$ cat config.mk
export PLATFORM = sky130hd
export DESIGN_NAME = cci_rd_arbiter_flat
export DESIGN_NICKNAME = d
export VERILOG_FILES = /design/src/rtl/cci_rd_arbiter_if.sv /design/src/rtl/cci_rd_arbiter.sv /design/src/flat_wrapper.sv
export SDC_FILE = /design/constraint.sdc
export NUM_CORES = 1
export LEC_CHECK = 0
export ABC_AREA = 1
export BUFFER_PORTS_ARGS = -buffer_cell sky130_fd_sc_hd__buf_2
export CORE_AREA = 2 2 510 512
export CTS_CLUSTER_DIAMETER = 100
export DETAILED_ROUTE_END_ITERATION = 12
export DIE_AREA = 0 0 512 514
export HOLD_SLACK_MARGIN = 0.06
export PLACE_DENSITY_LB_ADDON = 0.2
export SLEW_MARGIN = 30
export SYNTH_ARGS = -nofsm -noshare
export SYNTH_HDL_FRONTEND = slang
export SYNTH_SLANG_ARGS = --single-unit
$ cat constraint.sdc
create_clock -name clk -period 2.51 [get_ports clk]
set_input_delay 0.502 -clock clk [delete_from_list [all_inputs] [get_ports clk]]
set_output_delay 0.502 -clock clk [all_outputs]
set_load 0.01 [all_outputs]
$ cat src/rtl/cci_rd_arbiter_if.sv
// Request/response bundle between the read requesters, the CCI-P c0 read path and cci_rd_arbiter.
// The master modport is the arbiter's view; slave is the environment's mirror of it.
interface cci_rd_arbiter_if #(
    parameter int NUM_REQ = 4,
    parameter int ADDR_W  = 42
);
    logic [NUM_REQ-1:0]        req_valid;
    logic [NUM_REQ*ADDR_W-1:0] req_addr;
    logic [NUM_REQ-1:0]        req_grant;

    logic                      out_rd_en;
    logic [ADDR_W-1:0]         out_rd_addr;
    logic [15:0]               out_rd_mdata;
    logic                      rd_almfull;

    logic                      in_rsp_valid;
    logic [15:0]               in_rsp_mdata;
    logic [511:0]              in_rsp_data;

    logic [NUM_REQ-1:0]        rsp_valid;
    logic [511:0]              rsp_data;

    modport master (
        input  req_valid, req_addr, rd_almfull, in_rsp_valid, in_rsp_mdata, in_rsp_data,
        output req_grant, out_rd_en, out_rd_addr, out_rd_mdata, rsp_valid, rsp_data
    );

    modport slave (
        output req_valid, req_addr, rd_almfull, in_rsp_valid, in_rsp_mdata, in_rsp_data,
        input  req_grant, out_rd_en, out_rd_addr, out_rd_mdata, rsp_valid, rsp_data
    );
endinterface

$ cat src/rtl/cci_rd_arbiter.sv
// Round-robin arbiter sharing the CCI-P c0Tx read channel, with mdata tagging, credits and response routing.
// Optional per-requester grant/stall counters are enabled by defining CCI_RD_ARB_PERF_EN.
module cci_rd_arbiter #(
    parameter int NUM_REQ         = 4,
    parameter int ADDR_W          = 42,
    parameter int MAX_OUTSTANDING = 64
) (
    input  logic                  clk,
    input  logic                  reset,
    cci_rd_arbiter_if.master      bus,
    output logic [9:0]            outstanding,
    output logic                  idle,
    output logic                  err
`ifdef CCI_RD_ARB_PERF_EN
    ,
    output logic [NUM_REQ*32-1:0] perf_grants,
    output logic [31:0]           perf_stall
`endif
);

    localparam int PTR_W = $clog2(NUM_REQ);

    logic [PTR_W-1:0] ptr;
    logic [PTR_W-1:0] grant_idx;
    logic [PTR_W-1:0] next_ptr;
    logic             grant_any;
    logic             eligible;
    logic             rsp_tag_ok;
    logic [PTR_W-1:0] rsp_idx;

    // A response returning this cycle frees its credit in time for a grant at the limit.
    assign eligible = !bus.rd_almfull &&
                      ((outstanding < 10'(MAX_OUTSTANDING)) || bus.in_rsp_valid);

    // NOTE: every always_comb output gets a default first so no path can infer a latch.
    always_comb begin
        grant_any     = 1'b0;
        grant_idx     = '0;
        bus.req_grant = '0;
        for (int k = 0; k < NUM_REQ; k++) begin
            if (eligible && !grant_any && bus.req_valid[(int'(ptr) + k) % NUM_REQ]) begin
                grant_any = 1'b1;
                grant_idx = PTR_W'((int'(ptr) + k) % NUM_REQ);
            end
        end
        if (grant_any) bus.req_grant[grant_idx] = 1'b1;
    end

    assign next_ptr   = (int'(grant_idx) == NUM_REQ - 1) ? '0 : grant_idx + 1'b1;
    assign rsp_tag_ok = (bus.in_rsp_mdata[15:4] == 12'd0) &&
                        ({1'b0, bus.in_rsp_mdata[3:0]} < 5'(NUM_REQ));
    assign rsp_idx    = bus.in_rsp_mdata[PTR_W-1:0];
    assign idle       = (outstanding == 10'd0) && !bus.out_rd_en;

    // NOTE: sequential state uses non-blocking assignments so every register samples pre-edge values.
    always_ff @(posedge clk) begin
        if (reset) begin
            ptr              <= '0;
            bus.out_rd_en    <= 1'b0;
            bus.out_rd_addr  <= '0;
            bus.out_rd_mdata <= '0;
            bus.rsp_valid    <= '0;
            // NOTE: the 512-bit response line is reset too, because downstream sees zero after reset.
            bus.rsp_data     <= '0;
            outstanding      <= '0;
            err              <= 1'b0;
        end else begin
            bus.out_rd_en <= grant_any;
            if (grant_any) begin
                ptr              <= next_ptr;
                bus.out_rd_addr  <= bus.req_addr[grant_idx*ADDR_W +: ADDR_W];
                bus.out_rd_mdata <= 16'(grant_idx);
            end

            case ({grant_any, bus.in_rsp_valid})
                2'b10:   outstanding <= outstanding + 10'd1;
                2'b01: begin
                    if (outstanding == 10'd0) err <= 1'b1;
                    else                      outstanding <= outstanding - 10'd1;
                end
                default: outstanding <= outstanding;
            endcase

            bus.rsp_valid <= '0;
            if (bus.in_rsp_valid) begin
                if (rsp_tag_ok) begin
                    bus.rsp_valid[rsp_idx] <= 1'b1;
                    bus.rsp_data           <= bus.in_rsp_data;
                end else begin
                    err <= 1'b1;
                end
            end
        end
    end

`ifdef CCI_RD_ARB_PERF_EN
    always_ff @(posedge clk) begin
        if (reset) begin
            perf_grants <= '0;
            perf_stall  <= '0;
        end else begin
            for (int i = 0; i < NUM_REQ; i++) begin
                if (grant_any && (grant_idx == PTR_W'(i)))
                    perf_grants[i*32 +: 32] <= perf_grants[i*32 +: 32] + 32'd1;
            end
            if ((|bus.req_valid) && !grant_any) perf_stall <= perf_stall + 32'd1;
        end
    end
`endif

endmodule
$ cat src/flat_wrapper.sv
// flat-port wrapper written by rule: the top's interface ports become plain ports
module cci_rd_arbiter_flat 
#(
    parameter int NUM_REQ         = 4,
    parameter int ADDR_W          = 42,
    parameter int MAX_OUTSTANDING = 64
)
  (clk, reset, outstanding, idle, err, bus_req_valid, bus_req_addr, bus_rd_almfull, bus_in_rsp_valid, bus_in_rsp_mdata, bus_in_rsp_data, bus_req_grant, bus_out_rd_en, bus_out_rd_addr, bus_out_rd_mdata, bus_rsp_valid, bus_rsp_data);
  cci_rd_arbiter_if #(.NUM_REQ(NUM_REQ), .ADDR_W(ADDR_W)) bus_i ();
  input  logic clk;
  input  logic reset;
  output logic [9:0] outstanding;
  output logic idle;
  output logic err;
  input wire logic [$bits(bus_i.req_valid)-1:0] bus_req_valid;
  input wire logic [$bits(bus_i.req_addr)-1:0] bus_req_addr;
  input wire logic [$bits(bus_i.rd_almfull)-1:0] bus_rd_almfull;
  input wire logic [$bits(bus_i.in_rsp_valid)-1:0] bus_in_rsp_valid;
  input wire logic [$bits(bus_i.in_rsp_mdata)-1:0] bus_in_rsp_mdata;
  input wire logic [$bits(bus_i.in_rsp_data)-1:0] bus_in_rsp_data;
  output wire logic [$bits(bus_i.req_grant)-1:0] bus_req_grant;
  output wire logic [$bits(bus_i.out_rd_en)-1:0] bus_out_rd_en;
  output wire logic [$bits(bus_i.out_rd_addr)-1:0] bus_out_rd_addr;
  output wire logic [$bits(bus_i.out_rd_mdata)-1:0] bus_out_rd_mdata;
  output wire logic [$bits(bus_i.rsp_valid)-1:0] bus_rsp_valid;
  output wire logic [$bits(bus_i.rsp_data)-1:0] bus_rsp_data;
  assign bus_i.req_valid = bus_req_valid;
  assign bus_i.req_addr = bus_req_addr;
  assign bus_i.rd_almfull = bus_rd_almfull;
  assign bus_i.in_rsp_valid = bus_in_rsp_valid;
  assign bus_i.in_rsp_mdata = bus_in_rsp_mdata;
  assign bus_i.in_rsp_data = bus_in_rsp_data;
  assign bus_req_grant = bus_i.req_grant;
  assign bus_out_rd_en = bus_i.out_rd_en;
  assign bus_out_rd_addr = bus_i.out_rd_addr;
  assign bus_out_rd_mdata = bus_i.out_rd_mdata;
  assign bus_rsp_valid = bus_i.rsp_valid;
  assign bus_rsp_data = bus_i.rsp_data;
  cci_rd_arbiter #(.NUM_REQ(NUM_REQ), .ADDR_W(ADDR_W), .MAX_OUTSTANDING(MAX_OUTSTANDING)) u_core (.clk(clk), .reset(reset), .bus(bus_i), .outstanding(outstanding), .idle(idle), .err(err));
endmodule
; Word-level counts from Yosys, hierarchy flattened
; Cells that the tools add are included.
[classes]
n_addsub = 6
mul = 1
n_lt_le_gt_ge = 10
eq_ne = 4
shifts = 1
muxes = 31
n_bitwise = 5
n_reduce_logical = 27
[op_table]
columns = cell, count
row1 = indexed part select 168 x 9 -> 42 bit, 1
row2 = one-hot mux 10 bit (2 select lines), 1
row3 = two-way mux 1 bit, 17
row4 = logical AND 1 bit, 12
row5 = logical NOT 12 bit, 1
row6 = "< comparator 3 x 4 -> 1 bit, second input constant", 3
row7 = "adder 10 x 1 -> 10 bit, second input constant", 1
row8 = logical NOT 10 bit, 1
row9 = "< comparator 10 x 7 -> 1 bit, second input constant", 1
row10 = two-way mux 10 bit, 1
row11 = two-way mux 2 bit, 5
row12 = "subtractor 10 x 1 -> 10 bit, second input constant", 1
row13 = "< comparator 2 x 3 -> 1 bit, second input constant", 3
row14 = binary-select mux 1 bit (select 2 bit), 4
row15 = "multiplier 2 x 5 -> 7 bit, second input constant", 1
row16 = OR reduction 2 bit, 3
row17 = logical NOT 1 bit, 5
row18 = "adder 2 x 1 -> 2 bit, second input constant", 2
row19 = "adder 2 bit, second input constant", 2
row20 = demux 1 bit (select 2 bit), 2
row21 = "== test 2 x 1 -> 1 bit, second input constant", 2
row22 = ">= comparator 2 x 1 -> 1 bit, second input constant", 2
row23 = "< comparator 4 x 3 -> 1 bit, second input constant", 1
row24 = two-way mux 4 bit, 1
row25 = 8 further kinds, 12
[totals]
ff_bits = 574
inputBits = 704
out_inout_bits = 591
wordCells = 93

; Longest topological paths before layout
; Gate-level depths: netlist (run 1).
[depth]
ltp_word = 22
depth_mapped = 21
depth_no_buf = 19

; Least setup slack after synthesis (run 1)
; No wires, ideal clock.
[synth_timing]
kind = input -> output
from = in bus_req_valid[3]
to = out bus_req_grant[3]
arrival_ps = 2012
required_time_ps = 2008
slack_ps = -4
stages = 13
n_path_buf = 2
path_cell_list = nand2_1 nand2_1 nand2_1 nand2_2 o21ai_4 nand3b_4 o21ai_2 inv_2 buf_4 buf_4 ha_1 nand2_1 inv_1
[synth_between]
elab_chain_len = 21
elab_cells_between_ends = 35
cone_classes = order compare: 2 / mux: 22 / reduce/logical: 11
[synth_lines]
columns = item, line_no
row1 = start: declaration, flat_wrapper.sv:15  ; input wire logic [$bits(bus_i.req_valid)-1:0] bus_req_valid;
row2 = binary-select mux 1 bit (select 2 bit), cci_rd_arbiter.sv:41  ; if (eligible && !grant_any && bus.req_valid[(int'(ptr) + k) % NUM_REQ]) begin
row3 = two-way mux 1 bit (not written as such), cci_rd_arbiter.sv:41
row4 = logical AND 1 bit, cci_rd_arbiter.sv:41
row5 = two-way mux 1 bit, cci_rd_arbiter.sv:41
row6 = logical NOT 1 bit, cci_rd_arbiter.sv:41
row7 = logical AND 1 bit (2 in series), cci_rd_arbiter.sv:41
row8 = two-way mux 1 bit, cci_rd_arbiter.sv:41
row9 = logical NOT 1 bit, cci_rd_arbiter.sv:41
row10 = [... 4 more ...], -
row11 = logical AND 1 bit (2 in series), cci_rd_arbiter.sv:41
row12 = two-way mux 2 bit (*), cci_rd_arbiter.sv:41
row13 = net u_core.grant_idx[1], cci_rd_arbiter.sv:24  ; logic [PTR_W-1:0] grant_idx;
row14 = < comparator 2 x 3 -> 1 bit (not written as such) or >= comparator 2 x 1 -> 1 bit (tied branches), cci_rd_arbiter.sv:46  ; if (grant_any) bus.req_grant[grant_idx] = 1'b1;
row15 = logical AND 1 bit (not written as such), cci_rd_arbiter.sv:46
row16 = two-way mux 1 bit (not written as such), cci_rd_arbiter.sv:46
row17 = demux 1 bit (select 2 bit) (*), -
row18 = two-way mux 4 bit (*), cci_rd_arbiter.sv:46
row19 = end: declaration, flat_wrapper.sv:21  ; output wire logic [$bits(bus_i.req_grant)-1:0] bus_req_grant;
; Mark *: on every way through the listed nets, which the timed path passes. The rest lies on a longest branch. The select of a mux whose other input is x is not followed.

; Worst setup path in the final report (run 1)
[layout_timing]
from = reg u_core.ptr[0]
to = out bus_req_grant[3]
[layout_between]
elab_chain_len = 21
elab_cells_between_ends = 38
cone_classes = add/sub: 3 / order compare: 2 / mux: 22 / reduce/logical: 11
[layout_lines]
columns = item, line_no
row1 = start: declaration, cci_rd_arbiter.sv:23  ; logic [PTR_W-1:0] ptr;
row2 = start signal: assignment, cci_rd_arbiter.sv:70  ; ptr <= next_ptr;
row3 = "parallel branches: the longest is 20 deep, another holds adder 2 x 1 -> 2 bit", -
row4 = two-way mux 4 bit (*), cci_rd_arbiter.sv:46
; Mark *: on every way between the ends. The select of a mux whose other input is x is not followed.

==> metrics.csv, run 1 <==
metric,value,unit
status,finished with violations,
failing checks,negative setup slack,
Setup WS post-layout,-0.7092,ns
Setup CP Type,flop to primary output,
power share of the clock group,37.2,%
largest net degree at the start of global routing,111,
Hold WC Path Type,input port to flop,
Synthesis Warnings,0,
Synth area leaders,"dfxtp_1 (52%), nor2_1 (19%), o21ai_0 (13%)",
"Avg Cell Area, Syn",7.435,µm²
Startpoint Class,flop,
static power due to leakage,20.91,nW
most frequent cells in the layout,"buf_2 (1,276), nor2_1 (1,084), o21ai_0 (586), dfxtp_1 (566), dlygate4sd3_1 (465)",
combinational fraction of design power,32.1,%
Area Overhead vs Synth,92.46,%
total power,31.95,mW
Cell variety after synth,41,
fin crit period,3.219,ns
Final Max Tran Viols,0,
Initial DRC Count,1518,
MaxCap Viol Count,0,
RSZ-0062 raised after global routing,true,
Initial Util,8.537,%
top routing layer in use,met5,
HPWL Detailed,145.1,mm
Num Clock Sinks,574,
# rows,187,
Post-Syn Area,0.02203,mm²
# nets final,5556,
latest clock arrival within the worst-skew pair,0.72,ns
post-synth top area share,52.16,%
full die area,0.2632,mm²
Max Fclk,0.3106,GHz
Pwr Density,753.6,mW/mm²
die width,512,µm
Detail Route met3 WL,19.84,mm
post-synthesis register bit count,574,
clk buf depth,3,
fill count,29620,
io pins,1295,
layout cells sized above 1,36.42,%
met2 WL,84.57,mm
Port-buffer cells,1280,
sequential share of power,30.6,%
P_sw,10.98,mW
first-pass GRT wire length,234.6,mm
register area share after synthesis,52.16,%
Total GRT Usage,12.79,%
Root Driver,clkbuf_16,
leading area contributor after synthesis,dfxtp_1,
Critical Path Sink Type,primary output,
total CTS buffers,82,
Mapped Cells,2963,
period utilization,128.3,%
slew margin rel.,55.08,%
final core utilization,16.43,%
clk_skew,0.02831,ns
WL/cell,21.54,µm
post-route ant nets,0,
vias in the first global route,28280,
"EDFF count, synth",0,
Vias,27820,
initial antenna violation count,51,
area of the multi-input gates,0.009452,mm²
CP Data Required Time,2.01,ns
Async SR Flop Fraction,0,%
data arrival time of the worst path,2.72,ns
WL met1,68.88,mm
area of the core,0.2581,mm²
"most common cell after layout, fill and taps aside",buf_2,
DRC,0,
Routed WL,179.5,mm
Fin. Hold Viols,0,
worst-margin pin slew,0.6713,ns
peak supply drop,0.5038,mV
Die H,514,µm
worst-path fanout max,6,
vias per inst,3.340,
"CTS clk-pin slew, worst paths",0.05,ns
grt ovf,0,
"reg-to-reg slack, setup",-0.54,ns
top_reg_cell synth,dfxtp_1,
H-tree depth,3,
FF+latch area,0.01151,mm²
first drt pass iteration count,5,
Placer Congestion,0.9638,
Final setup viols,54,
CTS tree,yes,
Pint,20.97,mW
switching part of the total,34.37,%
==> power by group through the flow <==
stage	clock [mW]	sequential, mW	combinational, mW
after floorplan	0	10.0	3.78
after global placement	0	9.95	6.95
after detailed placement	0	9.95	6.97
after CTS	12.4	9.77	8.49
after global routing	12.7	9.83	11.0
final	11.9	9.79	10.3
==> worst max-delay path, cell delays in order (launching register included) <==
cell	delay [ns]
dfxtp_4	0.37
buf_6	0.14
nand2_4	0.08
nand2_4	0.06
nand2_2	0.09
nand2_2	0.08
o21ai_4	0.19
nand3b_4	0.14
o21ai_4	0.28
inv_2	0.13
ha_4	0.20
nand2_8	0.08
inv_2	0.04
buf_6	0.11
==> cells by family (layout without fill, tap and decap cells) <==
| family | after synthesis | in the layout | share of synthesized area, % |
|---|---|---|---|
| AO/OA/AOI/OAI | 759 | 759 | 18.24 |
| XOR/XNOR | 6 | 6 | 0.2726 |
| AND/OR/NAND/NOR | 1261 | 1261 | 22.27 |
| adder cells (fa/ha/maj) | 6 | 6 | 0.3407 |
| flip-flops | 574 | 574 | 52.16 |
| other | 1 | 33 | 0.01702 |
| buffers and inverters | 356 | 2290 | 6.696 |
==> layout make-up <==
class / instances / area share [%]
clock inverter: 36 / 0.9620
timing repair buffer: 2014 / 32.78
antenna: 19 / 0.1121
clock buffer: 112 / 5.436
inverter: 128 / 1.233
tap: 3402 / 10.04
sequential: 574 / 27.15
multi-input combinational: 2046 / 22.29
==> flip-flops by register name, summed over array words and instances (netlist names) <==
signal and count:
u_core.err 1, u_core.outstanding 10, u_core.bus.out_rd_mdata 2, u_core.bus.rsp_valid 4
u_core.ptr 2, u_core.bus.out_rd_en 1, u_core.bus.rsp_data 512, u_core.bus.out_rd_addr 42
==> cells in the mapped netlist (4+ instances only) <==
library cell	count
a21oi_1	14
buf_1	5
buf_2	18
buf_4	19
buf_6	6
clkbuf_1	180
dfxtp_1	574
ha_1	6
inv_1	115
inv_2	13
nand2_1	119
nand2_2	10
nand3_1	17
nor2_1	1091
nor3_1	6
nor4_1	4
o21ai_0	593
o21ai_1	56
o21bai_1	43
o22ai_1	42
xor2_1	5
==> metal layers <==
| layer | track usage, % | up-vias |
|---|---|---|
| met2 | 21.57 | 1258 |
| met1 | 14.02 | 12950 |
| li1 | - | 13350 |
| met4 | 4.126 | 22 |
| met5 | 0 | - |
| met3 | 6.142 | 239 |
==> worst paths after layout <==
check | startpoint | to | cells after the start
max | u_core.ptr[0] | bus_req_grant[3] | 13
min | bus_in_rsp_data[271] | u_core.bus.rsp_data[271] | 3
max reg2reg | u_core.ptr[0] | u_core.outstanding[9] | 27
min reg2reg | u_core.bus.out_rd_mdata[1] | u_core.bus.out_rd_mdata[1] | 2
==> through the flow <==
| step | std cells | hold WS [ns] | instance area, µm² | setup slack (ns) | setup TNS (ns) |
|---|---|---|---|---|---|
| final | 8331 | 0.1340 | 42400 | -0.7092 | -8.048 |
| after global routing | 8320 | 0.09404 | 42370 | -0.8734 | -16.97 |
| after CTS | 8280 | 0.06163 | 41620 | -0.9538 | -9.699 |
| after detailed placement | 7655 | 0.4629 | 33890 | -0.5188 | -95.46 |
| after global placement | 7655 | 0.4578 | 33890 | -0.4923 | -83.39 |
| after floorplan | 2976 | 0.4819 | 22080 | 0.01655 | 0 |
==> what timing repair did <==
item / in CTS / in global routing
hold endpoints to repair: 468 / 0
gates cloned: 3 / 14
pin swaps: 21 / 43
endpoints found under the setup margin: 57 / 61
setup buffers: 18 / 20
hold buffers: 465 / 0
gates resized for setup: 59 / 90
No activity file was read; power rests on OpenSTA's default activity.
==> run 2: changes to the inputs <==
--- a/config.mk
+++ b/config.mk
@@ -5,12 +5,12 @@
 export SDC_FILE = /design/constraint.sdc
 export NUM_CORES = 1
 export LEC_CHECK = 0
-export ABC_AREA = 1
+export ABC_AREA = 0
 export BUFFER_PORTS_ARGS = -buffer_cell sky130_fd_sc_hd__buf_2
-export CORE_AREA = 2 2 510 512
+export CORE_AREA = 2 2 506 508
 export CTS_CLUSTER_DIAMETER = 100
 export DETAILED_ROUTE_END_ITERATION = 12
-export DIE_AREA = 0 0 512 514
+export DIE_AREA = 0 0 508 510
 export HOLD_SLACK_MARGIN = 0.06
 export PLACE_DENSITY_LB_ADDON = 0.2
 export SLEW_MARGIN = 30
==> run 2 against run 1 <==
Compared with the run above: the run still ends with negative setup slack left; total power is 19% lower; sequential cell count did not move; clock power rose by 3%; sequential share of layout area rose by 0.85 points; largest cell class unchanged.
==> metrics.csv, run 2 <==
metric,value,unit,change
"CTS clk-pin slew, worst paths",0.06,ns,about the same
Synthesis Warnings,0,,unchanged
clk_skew,0.05240,ns,+0.02408 ns
Initial DRC Count,1298,,-14%
Total GRT Usage,12.21,%,-0.58 points
Die H,510,µm,-0.78%
status,finished with violations,,
Pwr Density,629.1,mW/mm²,-17%
Largest Register,u_core.bus.rsp_data,,
Routed WL,166.8,mm,-7.1%
Setup CP Type,flop to primary output,,
Area Overhead vs Synth,94.29,%,
layout cells sized above 1,35.48,%,-0.93 points
RSZ-0062 raised after global routing,true,,
initial antenna violation count,68,,+33%
largest net degree at the start of global routing,92,,-17%
Max Fclk,0.3707,GHz,+19%
period utilization,107.5,%,-21 points
Hold WS,0.1333,ns,-0.0007530 ns
top_reg_cell synth,dfxtp_1,,
fin crit period,2.698,ns,-0.5216 ns
post-route ant nets,0,,unchanged
Startpoint Class,flop,,
Vias,25980,,-6.6%
Cell variety after synth,44,,+7.3%
Fin. Hold Viols,0,,unchanged
vias in the first global route,26340,,-6.9%
CP Data Required Time,2.01,ns,about the same
Hold WC Path Type,input port to flop,,
Async SR Flop Fraction,0,%,unchanged
first drt pass iteration count,5,,unchanged
first-pass GRT wire length,218.4,mm,-6.9%
Port-buffer cells,1280,,unchanged
total CTS buffers,81,,-1.2%
MaxCap Viol Count,0,,unchanged
# nets final,5255,,-5.4%
clk buf depth,3,,unchanged
reg2reg path depth,10,,-63%
slew margin rel.,43.18,%,-12 points
WL/cell,20.84,µm,-3.3%
Placer Congestion,0.8776,,-8.9%
die width,508,µm,-0.78%
"count leader, synth",nand2_1,,
fill count,29120,,-1.7%
full die area,0.2591,mm²,-1.6%
"Avg Cell Area, Syn",7.933,µm²,+6.7%
synth cell count leaders,"nand2_1 (1,078), dfxtp_1 (574), a21oi_1 (525), clkbuf_1 (129), buf_4 (56)",,
register area share after synthesis,54.38,%,+2.2 points
worst-margin pin slew,0.8523,ns,+0.1809 ns
"EDFF count, synth",0,,unchanged
Hold Path Cell Cnt,2,,-1
area of the core,0.2535,mm²,-1.8%
leading area contributor after synthesis,dfxtp_1,,
Mapped Cells,2664,,-10%
Largest regs,"u_core.bus.rsp_data: 512 flops, u_core.bus.out_rd_addr: 42 flops, u_core.outstanding: 10 flops",,
Critical Path Sink Type,primary output,,
FF+latch area,0.01150,mm²,-0.13%
peak supply drop,0.4935,mV,-2.0%
most frequent cells in the layout,"buf_2 (1,275), nand2_1 (1,075), dfxtp_1 (570), dlygate4sd3_1 (569), a21oi_1 (525)",,
# rows,185,,-1.1%
io pins,1295,,unchanged
worst-path fanout max,5,,-1
vias per inst,3.245,,-2.8%
latest clock arrival within the worst-skew pair,0.72,ns,about the same
Setup WS post-layout,-0.1876,ns,+0.5216 ns
DRC,0,,unchanged
post-synth top area share,54.38,%,+2.2 points
Root Driver,clkbuf_16,,
post-synthesis register bit count,574,,unchanged
Final Max Tran Viols,0,,unchanged
static power due to leakage,16.96,nW,-19%
HPWL Detailed,138.2,mm,-4.8%
Num Clock Sinks,574,,unchanged
CTS tree,yes,,
"most common cell after layout, fill and taps aside",buf_2,,
total power,25.83,mW,-19%
grt ovf,0,,unchanged
H-tree depth,3,,unchanged
data arrival time of the worst path,2.20,ns,-0.52 ns
Post-Syn Area,0.02113,mm²,-4.1%
Synth area leaders,"dfxtp_1 (54%), nand2_1 (19%), a21oi_1 (12%)",,
failing checks,negative setup slack,,
Final setup viols,6,,-89%
Initial Util,8.338,%,-0.20 points
area of the multi-input gates,0.008711,mm²,-7.8%
max reg flops,512,,unchanged
## run 2: path summary, 6_finish.rpt
check | startpoint | end | slack, ns
setup reg to reg | u_core.ptr[0] | u_core.bus.out_rd_addr[33] | -0.09
hold reg to reg | u_core.bus.out_rd_addr[36] | u_core.bus.out_rd_addr[36] | 0.44
hold / removal | reset | u_core.err | 0.13
setup / recovery | u_core.outstanding[6] | bus_req_grant[3] | -0.19
## run 2: per-layer routing
metal | part of all wire, % | routed length [µm] | GRT usage (%)
met3 | 11 | 18770 | 5.702
met5 | 0.097 | 161 | 0
met2 | 48 | 79580 | 20.97
met4 | 2.8 | 4607 | 3.760
met1 | 38 | 63680 | 13.26
## run 2: layout make-up
class	count	share of cell area [%]
Antenna cell	30	0.1828
Inverter	5	0.05790
Timing Repair Buffer	2001	33.47
Clock inverter	35	1.286
Tap cell	3366	10.26
Multi-Input combinational cell	1882	21.22
Clock buffer	111	5.528
Sequential cell	574	28.00
## run 2: worst max-delay path: stages (launching register included)
cell and delay, ns:
dfxtp_2 0.33, nor4_4 0.32, nor2_2 0.09, nor2_4 0.17, nand2_4 0.12, inv_4 0.10
ha_4 0.13, and2_4 0.12, buf_6 0.10
## run 2: kinds of logic after synthesis
logic type	Yosys count	synth area share (%)
and+or+nand+nor	1141	20.86
AOI/OAI and AO/OA	668	16.23
DFF	574	54.38
buffers and inverters	221	5.447
muxes	45	2.380
xor gates and xnor gates	8	0.3316
adders and majority gates	6	0.3552
other	1	0.01774
## run 2: timing repair
action	in CTS	in global routing
hold buffers	569	0
hold endpoints to repair	541	0
buffers inserted	8	12
gates cloned	0	1
gates resized for setup	19	27
endpoints found under the setup margin	5	10
pin swaps	5	9
## run 2: power by group
group | internal, mW | switching (mW) | total (mW)
Combinational | 2.10 | 1.93 | 4.03
Sequential | 9.32 | 0.141 | 9.46
Clock | 7.24 | 5.10 | 12.3
Total | 18.7 | 7.17 | 25.8
## run 2: stage by stage
step / setup slack (ns) / utilization [%] / cell area, µm² / cells / setup TNS (ns)
2_1_floorplan: 0.07643 / - / 21190 / 2677 / 0
3_3_place_gp: -0.2190 / 12.68 / 32140 / 7239 / -40.51
3_5_place_dp: -0.2012 / 12.68 / 32140 / 7239 / -30.70
4_1_cts: -0.3801 / 16.08 / 40760 / 7962 / -1.547
5_1_grt: -0.3396 / 16.19 / 41040 / 7997 / -1.834
6_report: -0.1876 / 16.20 / 41060 / 8004 / -0.8569
==> run 3: changes to the inputs <==
==> constraint.sdc (replaced) <==
create_clock -name clk -period 2.51 [get_ports clk]
set_input_delay 0.502 -clock clk [delete_from_list [all_inputs] [get_ports clk]]
set_output_delay 0.502 -clock clk [all_outputs]
set_load 0.05 [all_outputs]
==> run 3 against run 2 <==
Compared with the run above: the run still ends with negative setup slack left; via count down 0.95%; sequential cell count unchanged; critical path depth unchanged; first-iteration DRC count down 7.4%; clock skew down 0.027 ns; sequential share of layout area up 0.31 points; sequential power about the same.
==> metrics.csv, run 3 (synthesis gave the netlist of run 2 again) <==
metric,value,unit,change
top routing layer in use,met5,,
most frequent cells in the layout,"buf_2 (1,274), nand2_1 (1,075), dfxtp_1 (569), dlygate4sd3_1 (554), a21oi_1 (524)",,
max reg flops,512,,unchanged
Startpoint Class,flop,,
die width,508,µm,unchanged
H-tree depth,3,,unchanged
data arrival time of the worst path,2.23,ns,+0.03 ns
full die area,0.2591,mm²,unchanged
CTS tree,yes,,
worst-path cell chain,"nor4_4, nor2_2, nor2_2, nand2_2, inv_2, ha_2, and2_4, buf_12",,
WP buf/inv,2,,unchanged
total power,26.32,mW,+1.9%
"most common cell after layout, fill and taps aside",buf_2,,
status,finished with violations,,
fill count,29160,,+0.14%
first drt pass iteration count,5,,unchanged
total CTS buffers,82,,+1.2%
worst-margin pin slew,0.9983,ns,+0.1461 ns
MaxCap Viol Count,0,,unchanged
crit path max-delay cell type,dfxtp_4,,
# rows,185,,unchanged
static power due to leakage,16.76,nW,-1.2%
area post-placement,0.03205,mm²,-0.30%
Placer Congestion,0.8513,,-3.0%
max incr delay on CP,0.35,ns,+0.02 ns
area of the core,0.2535,mm²,unchanged
CP Data Required Time,2.01,ns,about the same
WL/cell,20.37,µm,-2.2%
Largest regs,"u_core.bus.rsp_data: 512 flops, u_core.bus.out_rd_addr: 42 flops, u_core.outstanding: 10 flops",,
Port-buffer cells,1280,,unchanged
slew margin rel.,32.74,%,-10 points
grt ovf,0,,unchanged
post-route ant nets,0,,unchanged
final core utilization,16.03,%,-0.17 points
Non-Filler Instances,7970,,-0.42%
failing checks,negative setup slack,,
layout cells sized above 1,35.42,%,-0.059 points
RSZ-0062 raised after global routing,true,,
first-pass GRT wire length,213.9,mm,-2.1%
largest net degree at the start of global routing,107,,+16%
Final setup viols,4,,-2
DRC,0,,unchanged
Root Driver,clkbuf_16,,
WL met1,65.55,mm,+2.9%
Setup WS post-layout,-0.2228,ns,-0.03516 ns
clk buf depth,3,,unchanged
# nets final,5226,,-0.55%
HPWL Detailed,133.4,mm,-3.5%
Final Max Tran Viols,0,,unchanged
Vias,25730,,-0.95%
Total GRT Usage,11.86,%,-0.34 points
Top delay family on crit path,simple AND/OR/NAND/NOR gates,,
design area,0.04062,mm²,-1.1%
fin crit period,2.733,ns,+0.03516 ns
Hold WC Path Type,input port to flop,,
Largest Register,u_core.bus.rsp_data,,
Area Overhead vs Synth,92.23,%,
"most used cell, CP",nor2_2,,
Max Fclk,0.3659,GHz,-1.3%
peak supply drop,0.4307,mV,-13%
"CTS clk-pin slew, worst paths",0.06,ns,about the same
io pins,1295,,unchanged
Fin. Hold Viols,0,,unchanged
Hold WS,0.1304,ns,-0.002901 ns
initial antenna violation count,64,,-5.9%
Pwr Density,648.0,mW/mm²,+3.0%
Num Clock Sinks,574,,unchanged
vias in the first global route,26050,,-1.1%
worst-path fanout max,4,,-1
met2 WL,74.90,mm,-5.9%
Die H,510,µm,unchanged
Routed WL,162.4,mm,-2.7%
Detail Route met3 WL,17.96,mm,-4.3%
Critical Path Sink Type,primary output,,
Initial Util,8.338,%,unchanged
vias per inst,3.228,,-0.53%
Setup CP Type,flop to primary output,,
period utilization,108.9,%,+1.4 points
Initial DRC Count,1202,,-7.4%
latest clock arrival within the worst-skew pair,0.69,ns,-0.03 ns
Placed Cells,7229,,-0.14%
clk_skew,0.02589,ns,-0.02651 ns
run 3: timing repair:
item | CTS | global route
hold buffers | 554 | 0
endpoints found under the setup margin | 5 | 21
endpoints found under the hold margin | 542 | 0
pin swaps | 6 | 5
buffers inserted | 11 | 4
gates cloned | 0 | 1
gates resized for setup | 26 | 5
run 3: worst register-to-register path: stages, from the launching register on:
cell and delay, ns:
dfxtp_4 0.35, nor4_4 0.29, buf_4 0.18, nand3_4 0.06, buf_4 0.14, buf_4 0.12
buf_4 0.12, buf_4 0.12, buf_4 0.12, a21oi_2 0.25, buf_4 0.21, nor2_1 0.07
xnor2_1 0.15, nor2_1 0.05
run 3: metal layers:
layer	track usage (%)	vias up
li1	-	12460
met1	13.55	11940
met2	19.60	1074
met3	5.764	221
met4	3.176	34
met5	0	-
run 3: layout make-up:
type	instances	area, µm²	area share (%)
antenna	25	62.56	0.1540
clock buffer	115	2336	5.750
clock inverter	32	396.6	0.9764
inverter	5	18.77	0.04620
multi-input combinational	1883	8671	21.34
sequential	574	11500	28.31
tap	3366	4212	10.37
timing repair buffer	1970	13430	33.05
run 3: stage by stage:
step,setup WS (ns),TNS [ns]
global placement,-0.1707,-23.16
global route,-0.3772,-1.479
CTS,-0.3588,-1.477
floorplan,-0.008367,-0.008367
finish,-0.2228,-0.8233
detailed placement,-0.1390,-17.32
run 3: power breakdown:
group	total (mW)	internal [mW]	switching (mW)	leakage, nW
combinational	4.80	2.13	2.66	10.8
clock	12.0	7.06	4.98	1.34
sequential	9.49	9.33	0.160	4.63
run 3: path summary, 6_finish.rpt:
check,from,end,slack [ns],depth (start not counted)
worst min-delay path,bus_in_rsp_data[243],u_core.bus.rsp_data[243],0.13,3
worst min register to register,u_core.bus.out_rd_addr[34],u_core.bus.out_rd_addr[34],0.45,2
worst max-delay path,u_core.outstanding[8],bus_req_grant[2],-0.22,8
worst max register to register,u_core.outstanding[8],u_core.outstanding[3],0.17,13
